$ cat src/rtl/stack_unit.sv
// rtl/stack_unit.sv - operand stack with combinational top-of-stack and sticky error flags
//
// Purpose: DEPTH x WIDTH LIFO serving the stack-machine datapath. It is the
// responder end of the push/pop/tos command interface. The top entry is
// presented combinationally, so a pop can capture d_out in the same cycle.
//
// Optional feature macro: STACK_PEEK_EN (adds peek_idx / peek_data).
//
// Ports:
//   clk       in   clock, rising edge
//   rst       in   synchronous active-high reset (sp and error flags only)
//   push      in   write d_in as new top
//   pop       in   remove top entry (push+pop together = replace top)
//   tos       in   top-of-stack read strobe, only flags underflow when empty
//   d_in      in   [WIDTH-1:0] data to push
//   err_clr   in   clear sticky error flags
//   d_out     out  [WIDTH-1:0] current top entry, zero when empty
//   count     out  [CW-1:0] number of valid entries
//   empty     out  count == 0
//   full      out  count == DEPTH
//   ovf_err   out  sticky: push attempted while full
//   udf_err   out  sticky: pop or tos attempted while empty
//   peek_idx  in   [$clog2(DEPTH)-1:0] depth below top (STACK_PEEK_EN only)
//   peek_data out  [WIDTH-1:0] entry at that depth, zero if invalid (STACK_PEEK_EN only)
module stack_unit #(
  parameter int WIDTH = 8,
  parameter int DEPTH = 8,
  localparam int CW = $clog2(DEPTH + 1),
  localparam int AW = $clog2(DEPTH)
) (
  input  logic             clk,
  input  logic             rst,
  input  logic             push,
  input  logic             pop,
  input  logic             tos,
  input  logic [WIDTH-1:0] d_in,
  input  logic             err_clr,
`ifdef STACK_PEEK_EN
  input  logic [AW-1:0]    peek_idx,
  output logic [WIDTH-1:0] peek_data,
`endif
  output logic [WIDTH-1:0] d_out,
  output logic [CW-1:0]    count,
  output logic             empty,
  output logic             full,
  output logic             ovf_err,
  output logic             udf_err
);

  logic [WIDTH-1:0] mem [DEPTH];
  logic [CW-1:0]    sp_q, sp_d;
  logic             ovf_q, udf_q;
  logic             ovf_set, udf_set;
  logic             wr_en;
  logic [AW-1:0]    wr_idx;
  logic [AW-1:0]    top_idx;
  logic [AW-1:0]    push_idx;
  logic             is_empty, is_full;

  assign is_empty = (sp_q == '0);
  assign is_full  = (sp_q == CW'(DEPTH));
  // Only meaningful when the stack is non-empty / not full respectively.
  assign top_idx  = AW'(sp_q - CW'(1));
  assign push_idx = AW'(sp_q);

  always_comb begin
    sp_d    = sp_q;
    ovf_set = 1'b0;
    udf_set = 1'b0;
    wr_en   = 1'b0;
    wr_idx  = push_idx;
    if (push && pop) begin
      if (is_empty) begin
        // Nothing to replace: behaves as a plain push but still flags underflow.
        wr_en   = 1'b1;
        wr_idx  = '0;
        sp_d    = CW'(1);
        udf_set = 1'b1;
      end else begin
        // Replace-top never changes occupancy, so it is legal even when full.
        wr_en  = 1'b1;
        wr_idx = top_idx;
      end
    end else if (push) begin
      if (is_full) begin
        ovf_set = 1'b1;
      end else begin
        wr_en = 1'b1;
        sp_d  = sp_q + CW'(1);
      end
    end else if (pop) begin
      if (is_empty) begin
        udf_set = 1'b1;
      end else begin
        sp_d = sp_q - CW'(1);
      end
    end
    if (tos && is_empty) begin
      udf_set = 1'b1;
    end
  end

  always_ff @(posedge clk) begin
    if (rst) begin
      sp_q  <= '0;
      ovf_q <= 1'b0;
      udf_q <= 1'b0;
    end else begin
      sp_q  <= sp_d;
      // A new error in the same cycle as err_clr wins.
      ovf_q <= ovf_set | (ovf_q & ~err_clr);
      udf_q <= udf_set | (udf_q & ~err_clr);
    end
  end

  // Storage has no reset; entries at or above sp are never observable.
  always_ff @(posedge clk) begin
    if (!rst && wr_en) begin
      mem[wr_idx] <= d_in;
    end
  end

  assign d_out   = is_empty ? '0 : mem[top_idx];
  assign count   = sp_q;
  assign empty   = is_empty;
  assign full    = is_full;
  assign ovf_err = ovf_q;
  assign udf_err = udf_q;

`ifdef STACK_PEEK_EN
  logic [CW-1:0] peek_ext;
  assign peek_ext  = CW'(peek_idx);
  assign peek_data = (peek_ext < sp_q) ? mem[AW'(sp_q - CW'(1) - peek_ext)] : '0;
`endif

endmodule

$ cat config.mk
export PLATFORM = sky130hd
export DESIGN_NAME = stack_unit
export DESIGN_NICKNAME = d
export VERILOG_FILES = /design/src/rtl/stack_unit.sv
export SDC_FILE = /design/constraint.sdc
export NUM_CORES = 1
export LEC_CHECK = 0
export ABC_AREA = 1
export CORE_MARGIN = 2
export CORE_UTILIZATION = 35
export DETAILED_ROUTE_END_ITERATION = 16
export HOLD_SLACK_MARGIN = 0.12
export PLACE_DENSITY = 0.63
export SYNTH_ARGS = -nofsm -noshare
export SYNTH_HDL_FRONTEND = slang
export SYNTH_SLANG_ARGS = --single-unit
$ cat constraint.sdc
create_clock -name clk -period 7.2 [get_ports clk]
set_clock_uncertainty 0.1 [all_clocks]
set_input_delay 1.44 -clock clk [delete_from_list [all_inputs] [get_ports clk]]
set_output_delay 1.44 -clock clk [all_outputs]
set_load 0.01 [all_outputs]
======== After elaboration in Yosys (flattened, before gate mapping) ========
Memories as Yosys holds them, arrays and structs flattened.
Index checks and enable logic that the tools add are counted.
storage, ports and cells
  register bits ........................... 6
  memory bits (writable) .................. 64
  input port bits ......................... 14
  output and inout port bits .............. 16
  logic and storage cells ................. 44
  memories kept ........................... 1
memories
  memory  depth  width  read ports  clocked after memory_dff  wr ports  line  text
  mem     8      8      1           0                         1         50    logic [WIDTH-1:0] mem [DEPTH];
cells by class
  add/subtract/negate cells ............... 2
  equality and inequality tests ........... 4
  muxes and demuxes ....................... 22
  bitwise gates (word level) .............. 5
  reduce and logical (&&, ||, !) cells .... 7
operators with widths
  kind                                                   number
  two-way mux 4 bit                                      6
  two-way mux 1 bit                                      13
  two-way mux 8 bit                                      1
  two-way mux 3 bit                                      2
  inequality test 3 x 2 -> 1 bit, second input constant  2
  adder 4 x 1 -> 4 bit, second input constant            1
  == test 4 bit, second input constant                   1
  logical NOT 4 bit                                      1
  AND reduction 4 bit                                    1
  subtractor 4 x 1 -> 4 bit, second input constant       1
  logical AND 1 bit                                      3
  nonzero test 3 bit                                     1
  bitwise AND 1 bit                                      2
  inequality test 2 bit, second input constant           1
  bitwise OR 1 bit                                       2
  logical NOT 1 bit                                      1
  NOT 1 bit                                              1

======== Logic depth before layout (Yosys ltp) ========
Gate-level depths: netlist (run 1).
  depth after elaboration ................. 7
  mapped depth ............................ 12
  gate-level depth less buffers ........... 10

======== Worst setup path after synthesis (run 1) ========
No wires, ideal clock.
  kind .................................... reg-to-output
  start ................................... reg sp_q[0], in the netlist count[0]
  end ..................................... out d_out[4]
  data arrival time ....................... 1.822 ns
  required time ........................... 5.660 ns
  setup slack ............................. 3.838 ns
  cell stages (with the launch flop) ...... 12
  path buffers ............................ 4
  cell sequence ........................... dfxtp_1 -> buf_4 -> inv_2 -> buf_2 -> ha_1 -> buf_2 -> buf_2 -> nor2_1 -> o21ai_0 -> o21ai_0 -> o21ai_0 -> nor2_1
between the ends
  word-level cells in the longest chain between the ends .. 3
RTL lines
  element                    line  text
  start, declared            51    logic [CW-1:0] sp_q, sp_d;
  start signal, assigned     109   sp_q <= sp_d;
  subtractor 4 x 1 -> 4 bit  -
  memory (8 x 8 bit)         -
  two-way mux 8 bit *        123   assign d_out = is_empty ? '0 : mem[top_idx];
  end, declared              42    output logic [WIDTH-1:0] d_out,
Mark *: on every way between the ends. The rest lies on a longest branch, timed or not.

======== Worst setup path in the final report (run 1) ========
  start ................................... reg sp_q[0], in the netlist count[0]
  end ..................................... out d_out[2]
Same word-level chain as after synthesis.

==> run_results.csv, run 1 <==
group,metric,value,unit
synthesis,postSynthCellCount,286,
power_and_ir_drop,switching_share,35.1,%
synthesis,number_of_enable_type_register_cells_in_the_synthesized_netlist,64,
clocking,cts_sinks,70,
drt,vias_per_cell,4.94,
drt,route.final.wire_length,6.52,mm
placed_design,placed_cell_area,3420,µm²
power_and_ir_drop,internal-power,0.762,mW
power_and_ir_drop,powerDensity,328,nW/µm²
timing,period_share,72.3,%
placed_design,gpl.final_weighted_congestion,0.794,
synthesis,synth.top_cells.by_count,"sky130_fd_sc_hd__nor2_1, sky130_fd_sc_hd__edfxtp_1, sky130_fd_sc_hd__o21ai_0, sky130_fd_sc_hd__nand2_1, sky130_fd_sc_hd__inv_1",
worst_setup_path,ff2ff_path_depth,6,
clocking,root_buffer,"sky130_fd_sc_hd__clkbuf_8",
global_routing,grt_antenna_before_repair,0,
synthesis,synthFlopType,"sky130_fd_sc_hd__edfxtp_1",
synthesis,ys_ff_latch,70,
clocking,number_of_buffers_created_by_cts,9,
worst_setup_path,setup.worst_path.start_class,"flop",
floorplan,floorplan.core_area,8640,µm²
worst_setup_path,timing.setup.critical_path_class,"flop to output pin",
timing,max_clock_freq,192,MHz
worst_setup_path,critical_path.startpoint,"count[0]",
synthesis,synth_top_area_cell,"sky130_fd_sc_hd__edfxtp_1",
synthesis,yosys-top-cells-area,"sky130_fd_sc_hd__edfxtp_1, sky130_fd_sc_hd__nor2_1, sky130_fd_sc_hd__o21ai_0",
global_routing,grt_max_degree,40,
synthesis,synthDistinctLibCells,25,
min_path,timing.hold.worst.class,"flop to flop",
cells_and_area,final_area,3590,µm²
placed_design,io_buffer_count,29,
synthesis,netlist_area,3080,µm²
clocking,h-tree-depth,3,
power_and_ir_drop,vdd_ir_drop_max,0.164,mV
timing,report.final.setup_viol,0,
placed_design,dp_worst_setup_slack,2.42,ns
clocking,cts.hold.buffers_added,0,
synthesis,asyncSetResetFlopFracSynth,0,%
clocking,post_cts_resized,0,
drt,routedWlPerCell,15.3,µm
timing,finalHoldViolCount,0,
power_and_ir_drop,leakage_power_of_the_design,1.23,nW
global_routing,groute.usage.overall,14.3,%
synthesis,synth.most_common_cell,"sky130_fd_sc_hd__nor2_1",
drt,first_iter_violations,189,
drt,post-route-drc-count,0,
status,run_status,"finished, final reports clean",
global_routing,grt_pass1_vias,2048,
timing,tns,0,ns
timing,slew_violations,0,
timing,rsz0062_at_grt,"false",
run,max_cap_viols,0,
floorplan,fp.dieH,97.7,µm
timing,worst_slew_margin,31.5,%
clocking,clk_pin_slew_worst_paths,0.07,ns
power_and_ir_drop,report.power.total,1.17,mW
power_and_ir_drop,share_of_power_burned_in_registers,41.0,%
power_and_ir_drop,pwr-share-comb,36.0,%
floorplan,floorplan.initialDensity,35.6,%
synthesis,yosysWarningCount,0,
power_and_ir_drop,power_switching,0.412,mW
floorplan,floorplan.die.width,97.7,µm
synthesis,synth_sequential_area_ratio,66.4,%
worst_setup_path,cp_data_arrival_time,3.66,ns
timing,worst_pin_slew,1.03,ns
floorplan,placementRows,34,
global_routing,grt-ovfl-total,0,
global_routing,first_pass_grt_wire_length,10.4,mm
floorplan,dieArea,9550,µm²
clocking,tritoncts,"done",
timing,layout_min_cycle_time,5.20,ns
cells_and_area,final_layout_size_suffix_gt1_share,8.49,%
cells_and_area,insertedDiodeCount,0,
power_and_ir_drop,power_frac_clock,23.0,%
clocking,cts_setup_buffers,0,
synthesis,netlist.area_leader.share,62.5,%
synthesis,syn-mean-instance-area,10.8,µm²
clocking,cts_max_path_buffers,2,
drt,drtPass1Iterations,4,
cells_and_area,syn_to_final_growth,16.6,%
min_path,cell_depth_of_the_worst_hold_path,2,
drt,drt.antenna.violating_nets,0,
worst_setup_path,timing.critical_path.required,5.66,ns
cells_and_area,num-nets-final,330,
placed_design,place_hpwl,4.06,mm
worst_setup_path,crit_path_end_kind,"output pin",
drt,num_vias,2105,
cells_and_area,fillCellCount,845,
min_path,hold_path_startpoint,"udf_err",
worst_setup_path,rr_startpoint,"count[0]",
clocking,clock_insertion_delay_worst_skew,0.34,ns
timing,whs,0.366,ns
timing,layout_setup_ws,2.00,ns
synthesis,synth_nets,303,
floorplan,pin_count,30,
worst_setup_path,worst-path-max-fanout,39,
==> final cells by class <==
type | instances | area, µm² | area share, %
clock buffer | 10 | 128 | 3.56
clock inverter | 6 | 37.5 | 1.05
inverter | 15 | 56.3 | 1.57
multi-input combinational | 187 | 890 | 24.8
sequential | 70 | 2040 | 56.9
tap | 108 | 135 | 3.77
timing repair buffer | 30 | 298 | 8.30
==> per-layer routing <==
layer	GRT usage [%]	part of all wire, %
met1	18.0	45
met2	23.1	48
met3	5.15	5.3
met4	4.49	1.2
met5	0	0
==> state kept, by name (all words and copies together) (netlist names) <==
signal   count
mem         64
count        4
udf_err      1
ovf_err      1
==> cell families (layout without fill, tap and decap cells) <==
| logic type | after synthesis | after routing | share of synthesized area [%] |
|---|---|---|---|
| and+or+nand+nor | 110 | 110 | 14.6 |
| AOI/OAI and AO/OA | 72 | 72 | 12.2 |
| DFF | 70 | 70 | 66.4 |
| buffers and inverters | 29 | 61 | 4.68 |
| adders and majority gates | 3 | 3 | 1.22 |
| xor gates and xnor gates | 2 | 2 | 0.814 |
==> cells in the final DEF (no fill, tap or decap), types with 2 or more instances in the layout <==
master                            instances
sky130_fd_sc_hd__ha_1                     3
sky130_fd_sc_hd__nand3_1                  2
sky130_fd_sc_hd__nand2_1                 18
sky130_fd_sc_hd__o21ai_0                 54
sky130_fd_sc_hd__inv_1                   12
sky130_fd_sc_hd__dfxtp_1                  6
sky130_fd_sc_hd__clkinv_2                 2
sky130_fd_sc_hd__clkdlybuf4s50_1         29
sky130_fd_sc_hd__clkinvlp_4               2
sky130_fd_sc_hd__o21ai_1                  9
sky130_fd_sc_hd__nand4_1                  2
sky130_fd_sc_hd__nor2_4                   2
sky130_fd_sc_hd__inv_2                    3
sky130_fd_sc_hd__nand2_2                  2
sky130_fd_sc_hd__clkbuf_8                 9
sky130_fd_sc_hd__o22ai_1                  2
sky130_fd_sc_hd__edfxtp_1                64
sky130_fd_sc_hd__nor2_1                  82
sky130_fd_sc_hd__a21oi_1                  4
==> power by group through the flow <==
stage	Combinational (mW)	Sequential [mW]	Clock, mW
finish	0.423	0.481	0.270
global route	0.474	0.484	0.296
CTS	0.426	0.481	0.278
detailed placement	0.424	0.491	0
global placement	0.417	0.490	0
floorplan	0.276	0.488	0
==> worst paths after layout <==
kind                             endpoint  slack (ns)
worst max-delay path             d_out[2]        2.00
worst max register to register  mem[6][0]        3.75
worst min register to register    udf_err        0.37
worst min-delay path              udf_err        0.37
==> through the flow <==
step	instances	utilization (%)
floorplan	286	-
global placement	410	39.6
detailed placement	410	39.6
CTS	426	41.5
global route	426	41.5
finish	426	41.5
==> critical path, stage by stage, from the launching register on <==
cell	delay [ns]
sky130_fd_sc_hd__dfxtp_1	0.31
sky130_fd_sc_hd__buf_4	0.35
sky130_fd_sc_hd__inv_2	0.34
sky130_fd_sc_hd__ha_1	1.07
sky130_fd_sc_hd__o21ai_0	0.22
sky130_fd_sc_hd__o21ai_1	0.19
sky130_fd_sc_hd__nor2_1	0.05
sky130_fd_sc_hd__nor2_1	0.19
sky130_fd_sc_hd__clkdlybuf4s50_1	0.57
No activity file was read; power rests on OpenSTA's default activity.
==> inputs of run 2 (changes only) <==
==> constraint.sdc (replaced) <==
create_clock -name clk -period 5.37 [get_ports clk]
set_clock_uncertainty 0.1 [all_clocks]
set_input_delay 1.074 -clock clk [delete_from_list [all_inputs] [get_ports clk]]
set_output_delay 1.074 -clock clk [all_outputs]
set_load 0.01 [all_outputs]
==> run_results.csv, run 2 (synthesized netlist as in run 1, its figures left out) <==
group,metric,value,unit
cells_and_area,fillCellCount,817,
timing,tns,0,ns
timing,worst_pin_slew,1.05,ns
cells_and_area,insertedDiodeCount,0,
drt,post-route-drc-count,0,
power_and_ir_drop,pwr-share-comb,34.8,%
floorplan,dieArea,9550,µm²
worst_setup_path,worst-path-max-fanout,35,
worst_setup_path,timing.setup.critical_path_class,"flop to output pin",
run,max_cap_viols,0,
cells_and_area,regMostFlops,"mem",
floorplan,floorplan.initialDensity,35.6,%
power_and_ir_drop,switching_share,34.2,%
clocking,tritoncts,"done",
status,run_status,"finished, final reports clean",
min_path,timing.hold.worst.class,"flop to flop",
worst_setup_path,rr_startpoint,"count[0]",
drt,first_iter_violations,120,
floorplan,floorplan.core_area,8640,µm²
cells_and_area,num-nets-final,330,
global_routing,grt_pass1_vias,1987,
drt,routedWlPerCell,14.6,µm
min_path,hold_path_startpoint,"ovf_err",
power_and_ir_drop,share_of_power_burned_in_registers,39.6,%
worst_setup_path,worst_path_most_repeated_cell,"sky130_fd_sc_hd__nor2_1",
global_routing,grt_max_degree,39,
clocking,cts_setup_buffers,0,
global_routing,first_pass_grt_wire_length,10.2,mm
worst_setup_path,slowest_stage,"sky130_fd_sc_hd__ha_1",
drt,drtPass1Iterations,4,
placed_design,io_buffer_count,29,
drt,vias_per_cell,4.85,
global_routing,grt_antenna_before_repair,0,
worst_setup_path,crit_chain,"inv_2 -> ha_1 -> o21ai_0 -> o21ai_1 -> nor2_1 -> nor2_1 -> clkdlybuf4s50_1",
cells_and_area,syn_to_final_growth,17.7,%
cells_and_area,final_layout_size_suffix_gt1_share,8.81,%
clocking,post_cts_resized,0,
placed_design,place_hpwl,3.87,mm
worst_setup_path,cp_data_arrival_time,3.23,ns
worst_setup_path,setup.worst_path.start_class,"flop",
clocking,cts_sinks,70,
power_and_ir_drop,power_frac_clock,25.6,%
timing,layout_setup_ws,0.962,ns
clocking,h-tree-depth,3,
drt,route.final.wire_length,6.22,mm
power_and_ir_drop,report.power.total,1.63,mW
power_and_ir_drop,powerDensity,451,nW/µm²
floorplan,fp.dieH,97.7,µm
power_and_ir_drop,vdd_ir_drop_max,0.221,mV
clocking,root_buffer,"sky130_fd_sc_hd__clkbuf_8",
floorplan,placementRows,34,
cells_and_area,largest_register_ff_count,64,
timing,rsz0062_at_grt,"false",
clocking,clock_insertion_delay_worst_skew,0.34,ns
power_and_ir_drop,internal-power,1.07,mW
timing,period_share,82.1,%
worst_setup_path,crit_path_end_kind,"output pin",
power_and_ir_drop,leakage_power_of_the_design,1.24,nW
placed_design,gpl.final_weighted_congestion,0.812,
clocking,cts_max_path_buffers,2,
global_routing,groute.usage.overall,14.0,%
clocking,cts.hold.buffers_added,0,
timing,max_clock_freq,227,MHz
clocking,number_of_buffers_created_by_cts,9,
cells_and_area,mostFrequentLayoutCells,"sky130_fd_sc_hd__nor2_1, sky130_fd_sc_hd__edfxtp_1, sky130_fd_sc_hd__o21ai_0, sky130_fd_sc_hd__clkdlybuf4s50_1, sky130_fd_sc_hd__nand2_1",
clocking,clk_pin_slew_worst_paths,0.07,ns
worst_setup_path,timing.critical_path.required,4.20,ns
worst_setup_path,cp_slowest_stage_delay,0.95,ns
timing,slew_violations,0,
timing,report.final.setup_viol,0,
global_routing,grt-ovfl-total,0,
placed_design,dp_worst_setup_slack,1.33,ns
timing,layout_min_cycle_time,4.41,ns
cells_and_area,layout.cells.most_common,"sky130_fd_sc_hd__nor2_1",
power_and_ir_drop,power_switching,0.558,mW
timing,whs,0.370,ns
floorplan,pin_count,30,
drt,num_vias,2067,
drt,drt.antenna.violating_nets,0,
timing,finalHoldViolCount,0,
worst_setup_path,critical_path.startpoint,"count[0]",
floorplan,floorplan.die.width,97.7,µm
timing,worst_slew_margin,29.8,%
-- run 2: cell count changes in the layout (fill, tap and decap cells not counted) --
cell and change:
sky130_fd_sc_hd__clkinvlp_4 +1, sky130_fd_sc_hd__clkinv_2 -2, sky130_fd_sc_hd__bufinv_16 +1, sky130_fd_sc_hd__clkinv_1 -1, sky130_fd_sc_hd__inv_6 +1
-- run 2: worst paths after layout --
path              slack (ns)   endpoint  cells after the start
setup / recovery        0.96   d_out[2]                      7
hold reg to reg         0.37    ovf_err                      2
setup reg to reg        2.22  mem[7][3]                      5
hold / removal          0.37    ovf_err                      2
-- run 2: layer usage --
layer / GRT usage (%) / part of all wire (%)
met1: 18.7 / 45
met2: 21.9 / 47
met3: 4.65 / 6.6
met4: 4.17 / 1.7
met5: 0 / 0
-- run 2: through the flow --
step	instances	cell area (µm²)	util, %
2_1_floorplan	286	3080	-
3_3_place_gp	410	3420	39.6
3_5_place_dp	410	3420	39.6
4_1_cts	426	3620	41.9
5_1_grt	426	3620	41.9
6_report	426	3620	41.9
-- run 2: critical path: cells and delay by family, from the launching register on --
family          cells  cell delay [ns]
buf+inv             2             1.00
fa+ha+maj           1             0.95
compound gates      2             0.41
flops               1             0.32
simple gates        2             0.22
-- run 2: area by class of cell --
type	instances	area [µm²]	share of cell area [%]
well taps	108	135	3.73
repair buffers	30	298	8.23
flip-flops and latches	70	2040	56.4
clock inverters	6	70.1	1.94
clock buffers	10	128	3.53
inverters	15	56.3	1.56
multi-input cells	187	890	24.6
-- run 2: power groups by stage --
| stage | Sequential, mW | Clock (mW) | Combinational [mW] |
|---|---|---|---|
| after floorplan | 0.654 | 0 | 0.370 |
| after global placement | 0.658 | 0 | 0.563 |
| after detailed placement | 0.658 | 0 | 0.567 |
| after CTS | 0.646 | 0.431 | 0.572 |
| after global routing | 0.649 | 0.455 | 0.639 |
| final | 0.646 | 0.417 | 0.568 |
